File: src/rtl/int_ctrl_p_if.sv
// Peripheral-bus register port plus interrupt lines and CPU req/ack handshake for int_ctrl_p.
// master = bus/CPU side, slave = interrupt controller.
interface int_ctrl_p_if #(
  parameter int NUM_SRC = 8
);
  logic [3:0]         addra;
  logic [31:0]        dina;
  logic               wea;
  logic [31:0]        douta;
  logic [NUM_SRC-1:0] int_src;
  logic               int_ack;
  logic               int_req;
  logic [3:0]         int_id;

  modport master (
    output addra, dina, wea, int_src, int_ack,
    input  douta, int_req, int_id
  );

  modport slave (
    input  addra, dina, wea, int_src, int_ack,
    output douta, int_req, int_id
  );
endinterface

File: src/rtl/int_ctrl_p.sv
// Interrupt controller: rising-edge pending latch, software mask, fixed priority (bit 0 highest).
// One-cycle registered reads; the CPU paces requests via req/ack and an EOI write.
module int_ctrl_p #(
  parameter int NUM_SRC = 8
) (
  input  logic        clk,
  input  logic        rst,
  int_ctrl_p_if.slave bus
);
  typedef enum logic [1:0] {IDLE, REQ, SVC} state_t;

  state_t             state, state_n;
  logic [NUM_SRC-1:0] prev_src, pending, pending_n, mask, rise, eligible;
  logic               req_q, req_n;
  logic [3:0]         id_q, id_n, first_id;
  logic [31:0]        dout_q, rd_dat;
  logic               wr_pend, wr_mask, wr_eoi;
  logic               unused_dina;

  assign rise     = bus.int_src & ~prev_src;
  assign eligible = pending & mask;
  assign wr_pend  = bus.wea && (bus.addra == 4'd0);
  assign wr_mask  = bus.wea && (bus.addra == 4'd1);
  assign wr_eoi   = bus.wea && (bus.addra == 4'd3);

  assign unused_dina = &{1'b0, bus.dina[31:NUM_SRC]};

  assign bus.int_req = req_q;
  assign bus.int_id  = id_q;
  assign bus.douta   = dout_q;

  // Scan downward so the lowest-numbered eligible source wins.
  always_comb begin
    first_id = '0;
    for (int i = NUM_SRC - 1; i >= 0; i--) begin
      if (eligible[i]) first_id = 4'(i);
    end
  end

  always_comb begin
    state_n = state;
    req_n   = req_q;
    id_n    = id_q;
    case (state)
      IDLE: begin
        if (|eligible) begin
          id_n    = first_id;
          req_n   = 1'b1;
          state_n = REQ;
        end
      end
      REQ: begin
        if (bus.int_ack) begin
          req_n   = 1'b0;
          state_n = SVC;
        end
      end
      SVC: begin
        if (wr_eoi) state_n = IDLE;
      end
      default: state_n = IDLE;
    endcase
  end

  // Set beats W1C; the acknowledge clear beats a same-cycle rise.
  always_comb begin
    pending_n = pending;
    if (wr_pend) pending_n = pending_n & ~bus.dina[NUM_SRC-1:0];
    pending_n = pending_n | rise;
    if (state == REQ && bus.int_ack) begin
      for (int i = 0; i < NUM_SRC; i++) begin
        if (id_q == 4'(i)) pending_n[i] = 1'b0;
      end
    end
  end

  always_comb begin
    rd_dat = '0;
    case (bus.addra)
      4'd0:    rd_dat = 32'(pending);
      4'd1:    rd_dat = 32'(mask);
      4'd2:    rd_dat = {state == SVC, req_q, 26'b0, id_q};
      default: rd_dat = '0;
    endcase
  end

  always_ff @(posedge clk) begin
    prev_src <= bus.int_src;
    if (rst) begin
      state   <= IDLE;
      pending <= '0;
      mask    <= '0;
      req_q   <= 1'b0;
      id_q    <= '0;
      dout_q  <= '0;
    end else begin
      state   <= state_n;
      pending <= pending_n;
      if (wr_mask) mask <= bus.dina[NUM_SRC-1:0];
      req_q   <= req_n;
      id_q    <= id_n;
      dout_q  <= rd_dat;
    end
  end
endmodule
File: src/flat_wrapper.sv
// flat-port wrapper written by rule: the top's interface ports become plain ports
module int_ctrl_p_flat 
#(
  parameter int NUM_SRC = 8
)
  (clk, rst, bus_addra, bus_dina, bus_wea, bus_int_src, bus_int_ack, bus_douta, bus_int_req, bus_int_id);
  int_ctrl_p_if #(.NUM_SRC(NUM_SRC)) bus_i ();
  input  logic clk;
  input  logic rst;
  input wire logic [$bits(bus_i.addra)-1:0] bus_addra;
  input wire logic [$bits(bus_i.dina)-1:0] bus_dina;
  input wire logic [$bits(bus_i.wea)-1:0] bus_wea;
  input wire logic [$bits(bus_i.int_src)-1:0] bus_int_src;
  input wire logic [$bits(bus_i.int_ack)-1:0] bus_int_ack;
  output wire logic [$bits(bus_i.douta)-1:0] bus_douta;
  output wire logic [$bits(bus_i.int_req)-1:0] bus_int_req;
  output wire logic [$bits(bus_i.int_id)-1:0] bus_int_id;
  assign bus_i.addra = bus_addra;
  assign bus_i.dina = bus_dina;
  assign bus_i.wea = bus_wea;
  assign bus_i.int_src = bus_int_src;
  assign bus_i.int_ack = bus_int_ack;
  assign bus_douta = bus_i.douta;
  assign bus_int_req = bus_i.int_req;
  assign bus_int_id = bus_i.int_id;
  int_ctrl_p #(.NUM_SRC(NUM_SRC)) u_core (.clk(clk), .rst(rst), .bus(bus_i));
endmodule
File: config.mk
export PLATFORM = sky130hd
export DESIGN_NAME = int_ctrl_p_flat
export DESIGN_NICKNAME = d
export VERILOG_FILES = /design/src/rtl/int_ctrl_p_if.sv /design/src/rtl/int_ctrl_p.sv /design/src/flat_wrapper.sv
export SDC_FILE = /design/constraint.sdc
export NUM_CORES = 1
export LEC_CHECK = 0
export ABC_AREA = 1
export BUFFER_PORTS_ARGS = -buffer_cell sky130_fd_sc_hd__buf_2
export CAP_MARGIN = 20
export CORE_MARGIN = 2
export CORE_UTILIZATION = 50
export CTS_BUF_LIST = sky130_fd_sc_hd__clkbuf_8
export CTS_CLUSTER_SIZE = 30
export DETAILED_ROUTE_END_ITERATION = 16
export GPL_ROUTABILITY_DRIVEN = 1
export PLACE_DENSITY = 0.95
export SYNTH_ARGS = -nofsm -noshare
export SYNTH_HDL_FRONTEND = slang
export SYNTH_SLANG_ARGS = --single-unit
File: constraint.sdc
create_clock -name clk -period 2.4 [get_ports clk]
set_input_delay 0.24 -clock clk [delete_from_list [all_inputs] [get_ports clk]]
set_output_delay 0.24 -clock clk [all_outputs]
set_load 0.005 [all_outputs]
Word-level counts from Yosys, hierarchy flattened
Cells that the tools add are included.
W data, S select, Z words.

storage, ports and cells
  RAM bits = 0
  input port bits = 48
  memories = 0
  word-level logic and storage cells = 66
  output and inout bits = 37
  latch bits = 0
  bits in read-only memories = 0
  register bits = 63

cells by class
  bitwise gates (word level) = 6
  $add $sub $neg = 0
  reduce and logical (&&, ||, !) cells = 12
  $mul = 0
  divide/modulo/power cells = 0
  shifts and indexed selects = 0
  equality and inequality tests = 15
  $lt $le $gt $ge = 0
  muxes and demuxes = 26

operators by type and width
  operator              count
  $pmux W32 S3          1
  $mux W4               7
  $and A8 B8 Y8         3
  $eq A4 B2 Y1 const B  4
  $eq A4 B3 Y1 const B  4
  $mux W8               2
  $not A8 Y8            2
  $mux W1               10
  $eq A4 B1 Y1 const B  2
  $logic_not A4 Y1      2
  $or A8 B8 Y8          1
  $reduce_or A8 Y1      1
  $mux W2               3
  $pmux W2 S3           1
  $reduce_and A3 Y1     2
  $logic_and A1 B1 Y1   4
  $ne A2 B1 Y1 const B  2
  $mux W3               1
  $eq A2 B1 Y1 const B  1
  $eq A2 B2 Y1 const B  1
  $logic_not A2 Y1      1
  $ne A2 B2 Y1 const B  1
  $pmux W1 S2           1
  $reduce_and A2 Y1     1
  $reduce_bool A2 Y1    1

Logic depth before layout (Yosys ltp)
  depth in word-level cells = 9
  depth in mapped cells = 10
  gate-level depth less buffers = 10

Worst setup path after synthesis
Ideal clock, no wire load.

  path kind = reg2reg
  start point = register u_core.state[0]
  end point = register u_core.pending[0]
  stages on the path, launching flop included = 5
  path slack = 1364 ps
  path buffers = 0
  clock period less this slack = 1036 ps
  arrival = 919 ps
  required time = 2283 ps
  library setup time = 117 ps
  cell sequence = dfxtp_1 > nand3_2 > or2_1 > o21ai_0 > nor2_1

on the way
  longest elaborated chain between the ends = 3

ends and longest elaborated chain
  element                 RTL line          text
  start, declared         int_ctrl_p.sv:12  state_t state, state_n;
  start signal, assigned  int_ctrl_p.sv:97  state <= state_n;
  $eq A2 B1 Y1            int_ctrl_p.sv:70  if (state == REQ && bus.int_ack) begin
  $logic_and A1 B1 Y1     int_ctrl_p.sv:70
  $mux W8                 int_ctrl_p.sv:70
  end signal, assigned    int_ctrl_p.sv:98  pending <= pending_n;
  end, declared           int_ctrl_p.sv:13  logic [NUM_SRC-1:0] prev_src, pending, pending_n, mask, rise, eligible;

No other way between the ends.
A chain may end at the register's enable or synchronous reset.

Worst setup path after layout
  start point = register u_core.state[1]
  end point = register u_core.pending[0]

The elaborated chain is that of the path after synthesis.

==> impl_metrics.env <==
export IMPL_tightest_slew_ns=0.563
export IMPL_max_freq_mhz=818
export IMPL_synth_enable_flop_cells=0
export IMPL_cts_resized_gates=0
export IMPL_die_area_um2=4180
export IMPL_r2r_setup_slack_ns=1.18
export IMPL_viasPerCell=4.73
export IMPL_drv_cap=0
export IMPL_min_from="bus_int_src[7]"
export IMPL_fin_crit_sh_pct=50.9
export IMPL_worstPathMaxFanout=4
export IMPL_gr_max_usage_layer="met2"
export IMPL_seq_area_um2=801
export IMPL_status="finished clean"
export IMPL_io_pins=85
export IMPL_power_density_nw_per_um2=610
export IMPL_cts_setup_buffers=0
export IMPL_cts_root_buf="clkbuf_8"
export IMPL_synth_area_um2=1840
export IMPL_r2r_end="u_core.pending[0]"
export IMPL_synthFlopType="dfxtp_1"
export IMPL_rsz0062_at_grt="false"
export IMPL_grt_max_degree=24
export IMPL_cp_start_kind="flop"
export IMPL_syn_to_final_growth_pct=12.5
export IMPL_synthArstFlopShare_pct=0
export IMPL_diodes=0
export IMPL_post_route_util_pct=57.4
export IMPL_use_met2_pct=31.9
export IMPL_multiInputGateArea_um2=828
export IMPL_tns_ns=0
export IMPL_coreArea_um2=3610
export IMPL_setup_viol=0
export IMPL_p_total_w=0.00126
export IMPL_final_antenna_net_count=0
export IMPL_drt_iter0_drc=106
export IMPL_min_period_ns=1.22
export IMPL_path_clk_slew_ns=0.07
export IMPL_met3_usage_pct=7.12
export IMPL_min_to="u_core.prev_src[7]"
export IMPL_relSlewSlack_pct=62.4
export IMPL_fillers=341
export IMPL_r2r_cells=5
export IMPL_hold_path_depth=1
export IMPL_vias=1523
export IMPL_first_pass_iters=4
export IMPL_initial_utilization_pct=51.0
export IMPL_critical_path_arrival_ns=1.41
export IMPL_hold_viol=0
export IMPL_rr_startpoint="u_core.state[1]"
export IMPL_cts_sinks=40
export IMPL_rows=22
export IMPL_remaining_drc_errors=0
export IMPL_critPathRequiredTime_ns=2.59
export IMPL_cts_buffers=5
export IMPL_syn_avg_cell_area_um2=7.89
export IMPL_synth_cells=233
export IMPL_wl_per_cell_um=10.9
export IMPL_yosysSeqAreaShare_pct=43.6
export IMPL_place_congestion=0.852
export IMPL_use_met1_pct=19.4
export IMPL_worst_slack_ns=1.18
export IMPL_critPathKind="reg -> reg"
export IMPL_yosys_cell_types_count=28
export IMPL_cts_tree="done"
export IMPL_grt_usage_pct=18.5
export IMPL_clock_skew_ns=0.00266
export IMPL_fp_dieW_um=64.6
export IMPL_cts_path_max_buffers=2
export IMPL_peakVddDrop_mv=0.220
export IMPL_cts_hold_buffers=0
export IMPL_drive_gt1_share_pct=23.7
export IMPL_drt_total_wl_um=3510
export IMPL_ys_warnings_count=0
export IMPL_power_leakage_nw=1.02
export IMPL_numPortBuffers=37
export IMPL_grt_pass1_wl_um=5810
export IMPL_place_ws_ns=1.12
export IMPL_synth_seq_cells=40
export IMPL_dp_hpwl_um=2750
export IMPL_fin_nets=321
export IMPL_end_kind="flop"
export IMPL_insertion_delay_ns=0.30
export IMPL_grt_overflow=0
export IMPL_antenna_found_initial=0
export IMPL_grt_pass1_vias=1392
export IMPL_cts_htree_levels=2
export IMPL_drv_slew=0
export IMPL_dieHeight_um=64.6
export IMPL_hold_class="in -> reg"
synthesized netlist by cell type, types with 2 or more instances:
master / n / area share, %
nor2_4: 2 / 1.2
inv_2: 2 / 0.41
buf_2: 3 / 0.82
nor2_1: 30 / 6.1
o21ai_0: 17 / 4.6
inv_1: 24 / 4.9
a22oi_2: 8 / 5.4
a21oi_1: 11 / 3.0
buf_4: 23 / 9.4
dfxtp_1: 40 / 44
nand2_1: 54 / 11
o211ai_1: 2 / 0.82
nand3_1: 2 / 0.54
cells in the final DEF, fill, tap and decap left out, types with 2 or more instances in the layout:
master	instances
nand2_1	54
dfxtp_1	40
buf_2	37
nor2_1	30
inv_1	26
conb_1	23
o21ai_0	17
a21oi_1	11
a22oi_2	8
clkbuf_8	6
nor2_4	2
inv_2	2
o211ai_1	2
nand3_1	2
layout make-up:
type / count / area share, %
timing repair buffer: 37 / 8.95
tap: 48 / 2.90
clock inverter: 2 / 0.363
inverter: 27 / 5.02
sequential: 40 / 38.7
multi-input combinational: 162 / 40.0
clock buffer: 6 / 3.99
critical path, stage by stage (launching register included):
cell and delay, ns:
dfxtp_1 0.32, inv_1 0.13, nand3_2 0.11, or2_1 0.28, o21ai_0 0.21, nor2_1 0.07
flip-flops by register name, indices dropped and copies added, names as in the netlist:
register            count
u_core.bus.int_id       3
u_core.pending          8
u_core.mask             8
u_core.bus.int_req      1
u_core.state            2
u_core.prev_src         8
u_core.bus.douta       10
cell families after synthesis:
family          share of synthesized area [%]
simple gates                             24.3
buf+inv                                  15.9
compound gates                           16.1
flops                                    43.6
other cells                             0.204
metrics by stage:
step	instances	instance area [µm²]	hold slack [ns]
3_5_place_dp	314	1980	0.368
5_1_grt	322	2070	0.0521
4_1_cts	322	2070	0.0608
3_3_place_gp	314	1980	0.369
6_report	322	2070	0.0626
2_1_floorplan	255	1920	0.268
power by group:
group	switching [W]	internal, W
combinational	0.0000684	0.0000439
clock	0.000218	0.000226
sequential	0.0000179	0.000688
how the worst max path moves through the flow:
stage	from	end	slack, ns
after floorplan	u_core.state[0]	u_core.pending[0]	1.36
after global placement	bus_addra[3]	u_core.pending[5]	1.15
after detailed placement	rst	u_core.pending[4]	1.12
after CTS	u_core.state[1]	u_core.pending[0]	1.18
after global routing	u_core.state[1]	u_core.pending[2]	1.05
final	u_core.state[1]	u_core.pending[0]	1.18
routing by layer:
| layer | up-vias | share of wire, % |
|---|---|---|
| li1 | 770 | - |
| met1 | 685 | 39 |
| met3 | 8 | 8.5 |
| met4 | 0 | 2.4 |
| met5 | - | 0 |
| met2 | 60 | 50 |
No activity file was read; power rests on OpenSTA's default activity.
